$ cat config.mk
export PLATFORM = sky130hd
export DESIGN_NAME = mems_spi_arbiter_flat
export DESIGN_NICKNAME = d
export VERILOG_FILES = /design/src/rtl/mems_spi_arbiter_if.sv /design/src/rtl/mems_spi_arbiter.sv /design/src/flat_wrapper.sv
export SDC_FILE = /design/constraint.sdc
export NUM_CORES = 1
export LEC_CHECK = 0
export ABC_AREA = 1
export CORE_MARGIN = 5
export CORE_UTILIZATION = 40
export CTS_CLUSTER_DIAMETER = 100
export DETAILED_ROUTE_END_ITERATION = 10
export PLACE_DENSITY = 0.66
export SYNTH_ARGS = -nofsm -noshare
export SYNTH_HDL_FRONTEND = slang
export SYNTH_SLANG_ARGS = --single-unit
$ cat constraint.sdc
create_clock -name clk -period 1.95 [get_ports clk]
set_input_delay 0.195 -clock clk [delete_from_list [all_inputs] [get_ports clk]]
set_output_delay 0.195 -clock clk [all_outputs]
set_load 0.1 [all_outputs]
$ cat src/rtl/mems_spi_arbiter_if.sv
// -----------------------------------------------------------------------------
// mems_spi_arbiter_if
// Bundles the two requester handshakes and the shared SPI-master handshake.
//   master modport : the arbiter side (drives busy/done and spi_start/spi_data)
//   slave  modport : the requesters plus the SPI master (drives start/data and
//                    spi_busy)
// Signals:
//   start0/data0/busy0/done0 : scan sequencer command channel
//   start1/data1/busy1/done1 : host/config command channel
//   spi_start/spi_data       : command strobe and word towards the SPI master
//   spi_busy                 : SPI master busy flag
// -----------------------------------------------------------------------------
interface mems_spi_arbiter_if #(
  parameter int DATA_W = 24
);
  logic              start0;
  logic [DATA_W-1:0] data0;
  logic              busy0;
  logic              done0;
  logic              start1;
  logic [DATA_W-1:0] data1;
  logic              busy1;
  logic              done1;
  logic              spi_start;
  logic [DATA_W-1:0] spi_data;
  logic              spi_busy;

  modport master (
    input  start0, data0, start1, data1, spi_busy,
    output busy0, done0, busy1, done1, spi_start, spi_data
  );

  modport slave (
    output start0, data0, start1, data1, spi_busy,
    input  busy0, done0, busy1, done1, spi_start, spi_data
  );
endinterface

$ cat src/rtl/mems_spi_arbiter.sv
// -----------------------------------------------------------------------------
// mems_spi_arbiter
// Shares one DAC SPI master between the MEMS scan sequencer (requester 0) and
// the host/config path (requester 1). Each requester gets a one-deep command
// latch; the scan path has fixed priority, bounded by a consecutive-grant limit
// so config writes still get through during a long frame.
//
// Ports:
//   clk, rst     : clock, synchronous active-high reset
//   bus          : mems_spi_arbiter_if.master (requester and SPI handshakes)
//   drop_err     : sticky, a start arrived while that requester was busy
//   grant_id     : requester currently owning the SPI master
//   timeout_err  : sticky, WAIT_BUSY abort happened (MEMS_ARB_TIMEOUT_EN only)
//
// Optional feature macro: MEMS_ARB_TIMEOUT_EN
//   Defined   : WAIT_BUSY aborts to IDLE after TIMEOUT cycles without spi_busy.
//   Undefined : WAIT_BUSY waits indefinitely; no TIMEOUT, no timeout_err.
// -----------------------------------------------------------------------------
module mems_spi_arbiter #(
  parameter int DATA_W     = 24,
  parameter int MAX_CONSEC = 8
`ifdef MEMS_ARB_TIMEOUT_EN
  ,
  parameter int TIMEOUT    = 64
`endif
) (
  input  logic                clk,
  input  logic                rst,
  mems_spi_arbiter_if.master  bus,
  output logic                drop_err,
  output logic                grant_id
`ifdef MEMS_ARB_TIMEOUT_EN
  ,
  output logic                timeout_err
`endif
);

  typedef enum logic [1:0] {
    IDLE      = 2'd0,
    ISSUE     = 2'd1,
    WAIT_BUSY = 2'd2,
    WAIT_DONE = 2'd3
  } state_t;

  state_t            state_r;
  logic              pend0_r;
  logic              pend1_r;
  logic [DATA_W-1:0] word0_r;
  logic [DATA_W-1:0] word1_r;
  logic [7:0]        consec_r;
  logic              spi_start_r;
  logic [DATA_W-1:0] spi_data_r;
  logic              done0_r;
  logic              done1_r;
  logic              grant_r;
  logic              drop_r;
  logic              sel1_s;

`ifdef MEMS_ARB_TIMEOUT_EN
  localparam int TCW = $clog2(TIMEOUT + 1);
  logic [TCW-1:0]    tcnt_r;
  logic              tout_r;
  assign timeout_err = tout_r;
`endif

  // Config wins when scan is idle, or once scan has used up its grant budget.
  assign sel1_s = pend1_r & (~pend0_r | (consec_r >= 8'(MAX_CONSEC)));

  assign bus.busy0     = pend0_r;
  assign bus.busy1     = pend1_r;
  assign bus.done0     = done0_r;
  assign bus.done1     = done1_r;
  assign bus.spi_start = spi_start_r;
  assign bus.spi_data  = spi_data_r;
  assign grant_id      = grant_r;
  assign drop_err      = drop_r;

  // Command capture, arbitration FSM and all registered outputs.
  always_ff @(posedge clk) begin
    if (rst) begin
      state_r     <= IDLE;
      pend0_r     <= 1'b0;
      pend1_r     <= 1'b0;
      word0_r     <= '0;
      word1_r     <= '0;
      consec_r    <= 8'd0;
      spi_start_r <= 1'b0;
      spi_data_r  <= '0;
      done0_r     <= 1'b0;
      done1_r     <= 1'b0;
      grant_r     <= 1'b0;
      drop_r      <= 1'b0;
`ifdef MEMS_ARB_TIMEOUT_EN
      tcnt_r      <= '0;
      tout_r      <= 1'b0;
`endif
    end else begin
      done0_r <= 1'b0;
      done1_r <= 1'b0;

      // A set here and a clear below never hit the same requester in one
      // edge: set needs pend=0, clear needs pend=1.
      if (bus.start0) begin
        if (!pend0_r) begin
          pend0_r <= 1'b1;
          word0_r <= bus.data0;
        end else begin
          drop_r <= 1'b1;
        end
      end
      if (bus.start1) begin
        if (!pend1_r) begin
          pend1_r <= 1'b1;
          word1_r <= bus.data1;
        end else begin
          drop_r <= 1'b1;
        end
      end

      case (state_r)
        IDLE: begin
          // spi_busy gate also keeps us off a master still finishing a
          // transfer that was in flight across a reset.
          if ((pend0_r || pend1_r) && !bus.spi_busy) begin
            state_r     <= ISSUE;
            spi_start_r <= 1'b1;
            grant_r     <= sel1_s;
            spi_data_r  <= sel1_s ? word1_r : word0_r;
            if (!sel1_s && pend1_r) begin
              consec_r <= (consec_r == 8'd255) ? consec_r : consec_r + 8'd1;
            end else begin
              consec_r <= 8'd0;
            end
          end
        end
        ISSUE: begin
          spi_start_r <= 1'b0;
          state_r     <= WAIT_BUSY;
`ifdef MEMS_ARB_TIMEOUT_EN
          tcnt_r      <= '0;
`endif
        end
        WAIT_BUSY: begin
          if (bus.spi_busy) begin
            state_r <= WAIT_DONE;
`ifdef MEMS_ARB_TIMEOUT_EN
          end else if (tcnt_r == TCW'(TIMEOUT - 1)) begin
            // Master never answered: release the requester as if done.
            state_r <= IDLE;
            tout_r  <= 1'b1;
            if (grant_r) begin
              done1_r <= 1'b1;
              pend1_r <= 1'b0;
            end else begin
              done0_r <= 1'b1;
              pend0_r <= 1'b0;
            end
          end else begin
            tcnt_r <= tcnt_r + TCW'(1);
`endif
          end
        end
        WAIT_DONE: begin
          if (!bus.spi_busy) begin
            state_r <= IDLE;
            if (grant_r) begin
              done1_r <= 1'b1;
              pend1_r <= 1'b0;
            end else begin
              done0_r <= 1'b1;
              pend0_r <= 1'b0;
            end
          end
        end
        default: begin
          state_r <= IDLE;
        end
      endcase
    end
  end

endmodule

$ cat src/flat_wrapper.sv
// flat-port wrapper written by rule: the top's interface ports become plain ports
module mems_spi_arbiter_flat 
#(
  parameter int DATA_W     = 24,
  parameter int MAX_CONSEC = 8

)
  (clk, rst, drop_err, grant_id, bus_start0, bus_data0, bus_start1, bus_data1, bus_spi_busy, bus_busy0, bus_done0, bus_busy1, bus_done1, bus_spi_start, bus_spi_data);
  mems_spi_arbiter_if #(.DATA_W(DATA_W)) bus_i ();
  input  logic clk;
  input  logic rst;
  output logic drop_err;
  output logic grant_id;
  input wire logic [$bits(bus_i.start0)-1:0] bus_start0;
  input wire logic [$bits(bus_i.data0)-1:0] bus_data0;
  input wire logic [$bits(bus_i.start1)-1:0] bus_start1;
  input wire logic [$bits(bus_i.data1)-1:0] bus_data1;
  input wire logic [$bits(bus_i.spi_busy)-1:0] bus_spi_busy;
  output wire logic [$bits(bus_i.busy0)-1:0] bus_busy0;
  output wire logic [$bits(bus_i.done0)-1:0] bus_done0;
  output wire logic [$bits(bus_i.busy1)-1:0] bus_busy1;
  output wire logic [$bits(bus_i.done1)-1:0] bus_done1;
  output wire logic [$bits(bus_i.spi_start)-1:0] bus_spi_start;
  output wire logic [$bits(bus_i.spi_data)-1:0] bus_spi_data;
  assign bus_i.start0 = bus_start0;
  assign bus_i.data0 = bus_data0;
  assign bus_i.start1 = bus_start1;
  assign bus_i.data1 = bus_data1;
  assign bus_i.spi_busy = bus_spi_busy;
  assign bus_busy0 = bus_i.busy0;
  assign bus_done0 = bus_i.done0;
  assign bus_busy1 = bus_i.busy1;
  assign bus_done1 = bus_i.done1;
  assign bus_spi_start = bus_i.spi_start;
  assign bus_spi_data = bus_i.spi_data;
  mems_spi_arbiter #(.DATA_W(DATA_W), .MAX_CONSEC(MAX_CONSEC)) u_core (.clk(clk), .rst(rst), .bus(bus_i), .drop_err(drop_err), .grant_id(grant_id));
endmodule
==> results.json, run 1 <==
{
  "initial_core_util_pct": 40.7,
  "drc_errors": 0,
  "top_level_ports": 84,
  "cp.arrival_ps": 1900,
  "final_util_pct": 52.1,
  "end_kind": "register",
  "yosysSeqAreaShare_pct": 47.6,
  "p_leak_nw": 2.15,
  "antenna_found_initial": 0,
  "setup_viol": 0,
  "nets": 638,
  "post-dp-hpwl_mm": 6.55,
  "synthesis.area_um2": 3740,
  "finalSetupTns_ps": 0,
  "core_area_um2": 9200,
  "final_hold_viol_count": 0,
  "ys_warn_count": 0,
  "worstMarginPinSlew_ps": 864,
  "hold_class": "input pin to register",
  "fin_skew_ps": 9.17,
  "worst-setup-path-type": "register to register",
  "cts.clk_slew.worst_paths_ps": 90,
  "cellPowerDensity_nw_per_um2": 1130,
  "rsz0062_at_grt": "false",
  "dr.first_iter.drc_count": 128,
  "fin_crit_ps": 1610,
  "postCtsHoldBufs": 0,
  "postCtsSetupBuffers": 0,
  "io_buffer_count": 83,
  "clock_sinks": 89,
  "fp.dieArea_um2": 11400,
  "synth_common_cells": "nor2_1 (115), dfxtp_1 (89), nand2_1 (69)",
  "startpoint_type": "register",
  "overflow": 0,
  "synth_fp_nets": 562,
  "ant_nets": 0,
  "synth_ff_type": "dfxtp_1",
  "slew_violations": 0,
  "dieWidth_um": 107,
  "via_per_inst": 4.83,
  "synth_most_common_cell": "nor2_1",
  "peakVddDrop_v": 0.000558,
  "grt_pass1_wl_mm": 15.6,
  "synth.distinct_cells": 26,
  "max_slew_margin_pct": 42.3,
  "holdWs_ps": 423,
  "rows": 35,
  "insertion_delay_ps": 350,
  "syn_inst": 502,
  "syn2layout_area_growth_pct": 28.0,
  "ctsResizeCount": 0,
  "synth_top_area_share_pct": 47.6,
  "fillers": 943,
  "drt_first_pass_iters": 4,
  "grt_max_degree": 46,
  "dp.cells": 678,
  "cts_tree": "yes",
  "cts_buffers": 9,
  "final_cells": 694,
  "async_flop_share_pct": 0,
  "htree_num_levels": 3,
  "wirelength_mm": 9.33,
  "grt_pass1_vias": 3390,
  "status": "complete, no violations",
  "cap_violations": 0,
  "crit_required_ps": 2240,
  "gp_congestion": 0.776,
  "ys_ff_latch": 89,
  "yosys.area.top_type": "dfxtp_1",
  "cp_max_fo": 25,
  "seq_area_um2": 1780,
  "syn_avg_cell_area_um2": 7.46,
  "num_antenna_cells": 0,
  "netlist_top_cells_area": "dfxtp_1 (48%), nor2_1 (12%), nand3_1 (7.1%)",
  "synth_edf_count": 0,
  "vias": 3352,
  "layout-drive-gt1-share_pct": 11.5,
  "die_h_um": 107,
  "wl_per_cell_um": 13.4,
  "max_freq_mhz": 622,
  "cts_root_buf": "clkbuf_8",
  "fin_crit_sh_pct": 82.5,
  "grtUsageTotal_pct": 16.8,
  "multiInputGateArea_um2": 1640,
  "clk_path_buf_depth": 2
}
## cell usage in the layout (no fill, tap or decap), types with 2 or more instances in the layout
master / count
inv_1: 41
buf_4: 39
o21ai_1: 2
buf_12: 3
a21oi_1: 6
clkinvlp_4: 2
nand4_1: 2
nand3_4: 2
nor3_1: 2
o21ai_0: 52
nor2_1: 114
dfxtp_1: 89
ha_1: 7
inv_2: 2
nand3_1: 53
nand2_4: 2
clkdlybuf4s50_1: 52
clkbuf_8: 9
o21a_1: 24
nand2_1: 69
## layout make-up
type	count	area share, %
multi-input combinational	340	34.2
clock inverter	6	1.41
sequential	89	37.2
timing repair buffer	94	18.2
inverter	44	3.50
tap	111	2.90
clock buffer	10	2.66
## through the flow
stage               power [mW]  area, um^2  setup WS, ps
finish                    5.43        4790           342
global route              5.74        4790           176
CTS                       5.48        4790           339
detailed placement        4.23        4600           240
global placement          4.19        4600           280
floorplan                 3.73        3740          2.90
## critical path: stages (launching register included)
cell	delay (ps)
dfxtp_1	450
inv_2	110
nor2_4	120
nand3_4	230
nand2_4	340
nand2_1	110
nand3_1	80
nand2_1	60
inv_1	40
## path summary, 6_finish.rpt
check                           depth (start not counted)                 endpoint  slack [ps]          startpoint
worst max-delay path                                    8  u_core.bus.spi_data[21]         340    u_core.bus.busy0
worst min-delay path                                    3        u_core.word0_r[6]         420        bus_data0[6]
worst min register to register                          2       u_core.consec_r[7]         470  u_core.consec_r[7]
worst max register to register                          8  u_core.bus.spi_data[21]         340    u_core.bus.busy0
## state kept, by name, summed over array words and instances (netlist names)
name / cells
u_core.word1_r: 24
u_core.bus.spi_start: 1
u_core.bus.spi_data: 24
u_core.consec_r: 8
u_core.bus.done1: 1
u_core.drop_err: 1
u_core.bus.busy0: 1
u_core.state_r: 2
u_core.bus.busy1: 1
u_core.grant_id: 1
u_core.bus.done0: 1
u_core.word0_r: 24
## power by group
| part | internal [mW] | switching, mW |
|---|---|---|
| clock network | 0.597 | 0.649 |
| logic | 0.576 | 1.42 |
| registers | 2.05 | 0.140 |
| total | 3.22 | 2.21 |
## cell families (layout without fill, tap and decap cells)
group | after synthesis | after routing | synth area share, %
AOI/OAI and AO/OA | 85 | 85 | 13.0
adders and majority gates | 7 | 7 | 2.34
buffers and inverters | 73 | 154 | 8.75
DFF | 89 | 89 | 47.6
and+or+nand+nor | 248 | 248 | 28.3
## per-layer routing
layer  wire length [um]  track usage, %
met2               4440            28.3
met5                  0               0
met3                379            2.41
met1               4400            22.3
met4                116            5.39
No activity file was read; power rests on OpenSTA's default activity.
==> run 2: changes to the inputs <==
==> constraint.sdc (replaced) <==
create_clock -name clk -period 1.5 [get_ports clk]
set_input_delay 0.15 -clock clk [delete_from_list [all_inputs] [get_ports clk]]
set_output_delay 0.15 -clock clk [all_outputs]
set_load 0.1 [all_outputs]
==> results.json, run 2 (synthesized netlist as in run 1, its figures left out) <==
{
  "rows": 35,
  "grt_pass1_wl_mm": 15.0,
  "cts_buffers": 9,
  "grt_pass1_vias": 3239,
  "worst_path_largest_cell_delay_ps": 350,
  "cp_cell_sequence": "inv_1 -> ha_2 -> nand3_4 -> inv_4 -> buf_12 -> nand3_1 -> nand2_1 -> inv_1",
  "fin_crit_ps": 1340,
  "nets": 643,
  "num_antenna_cells": 0,
  "clock_sinks": 89,
  "p_leak_nw": 2.30,
  "worst-setup-path-type": "register to register",
  "drc_errors": 0,
  "dieWidth_um": 107,
  "dp.cells": 683,
  "insertion_delay_ps": 360,
  "postCtsSetupBuffers": 0,
  "vias": 3399,
  "initial_core_util_pct": 40.7,
  "htree_num_levels": 3,
  "cts_root_buf": "clkbuf_8",
  "antenna_found_initial": 0,
  "io_buffer_count": 83,
  "most-common-layout-cells": "nor2_1 (114), dfxtp_1 (85), nand2_1 (69)",
  "finalSetupTns_ps": 0,
  "post-dp-hpwl_mm": 6.44,
  "finalPower_mw": 7.59,
  "startpoint_type": "register",
  "peakVddDrop_v": 0.000813,
  "dr.first_iter.drc_count": 139,
  "grtUsageTotal_pct": 16.3,
  "cellPowerDensity_nw_per_um2": 1440,
  "cp_max_fo": 29,
  "final_common_cell": "nor2_1",
  "top_level_ports": 84,
  "crit_required_ps": 1760,
  "hold_class": "input pin to register",
  "clk_path_buf_depth": 2,
  "status": "complete, no violations",
  "worstPathBufferInverterCount": 4,
  "wl_per_cell_um": 12.9,
  "drt_first_pass_iters": 4,
  "slew_violations": 0,
  "path_delay_family": "buffers and inverters",
  "fp.dieArea_um2": 11400,
  "postCtsHoldBufs": 0,
  "max_slew_margin_pct": 78.1,
  "cp.arrival_ps": 1600,
  "worst_path_max_delay_cell": "dfxtp_2",
  "cap_violations": 0,
  "fin_skew_ps": 11.8,
  "fin_crit_sh_pct": 89.7,
  "via_per_inst": 4.86,
  "layout-drive-gt1-share_pct": 13.3,
  "syn2layout_area_growth_pct": 40.9,
  "worstMarginPinSlew_ps": 329,
  "crit_top_cell": "inv_1",
  "end_kind": "register",
  "ant_nets": 0,
  "overflow": 0,
  "gp_congestion": 0.814,
  "grt_max_degree": 48,
  "cts_tree": "yes",
  "core_area_um2": 9200,
  "max_freq_mhz": 744,
  "cts.clk_slew.worst_paths_ps": 90,
  "final_hold_viol_count": 0,
  "final_cells": 699,
  "setup_ws_ps": 155,
  "fillers": 850,
  "die_h_um": 107,
  "rsz0062_at_grt": "false",
  "setup_viol": 0,
  "place_ws_ps": 70.9,
  "wirelength_mm": 9.04,
  "ctsResizeCount": 0
}
## run 2: worst paths after layout
check | startpoint | to | slack, ps | cells after the start
hold reg to reg | u_core.consec_r[7] | u_core.consec_r[7] | 460 | 2
hold / removal | bus_data0[14] | u_core.word0_r[14] | 370 | 3
setup reg to reg | u_core.state_r[0] | u_core.bus.spi_data[4] | 160 | 8
setup / recovery | u_core.state_r[0] | u_core.bus.spi_data[4] | 160 | 8
## run 2: where the power goes
group          switching, mW  internal [mW]
registers              0.264           2.67
logic                   1.84           1.16
clock network          0.846          0.818
total                   2.95           4.64
## run 2: per-stage QoR
step	instance area [um^2]	hold slack, ps	util (%)
after floorplan	3750	222	-
after global placement	5070	439	55.1
after detailed placement	5070	445	55.1
after CTS	5270	359	57.3
after global routing	5280	371	57.4
final	5280	371	57.4
## run 2: final cells by class
| type | count | area, um^2 | share of cell area (%) |
|---|---|---|---|
| Tap cell | 111 | 139 | 2.63 |
| Timing Repair Buffer | 99 | 1340 | 25.3 |
| Clock buffer | 10 | 138 | 2.61 |
| Inverter | 44 | 168 | 3.18 |
| Clock inverter | 6 | 65.1 | 1.23 |
| Multi-Input combinational cell | 340 | 1640 | 31.1 |
| Sequential cell | 89 | 1790 | 33.9 |
## run 2: metal layers
layer  wire length (um)  track usage (%)  up-vias
met1               3970             19.8     1556
met5                  0                0        -
li1                   -                -     1759
met4                151             6.03        0
met2               4570             28.5       69
met3                347             3.37       15
## run 2: worst min-delay path: stages
cell	delay (ps)
clkdlybuf4s50_1	400
nor2_1	100
nor2_1	50
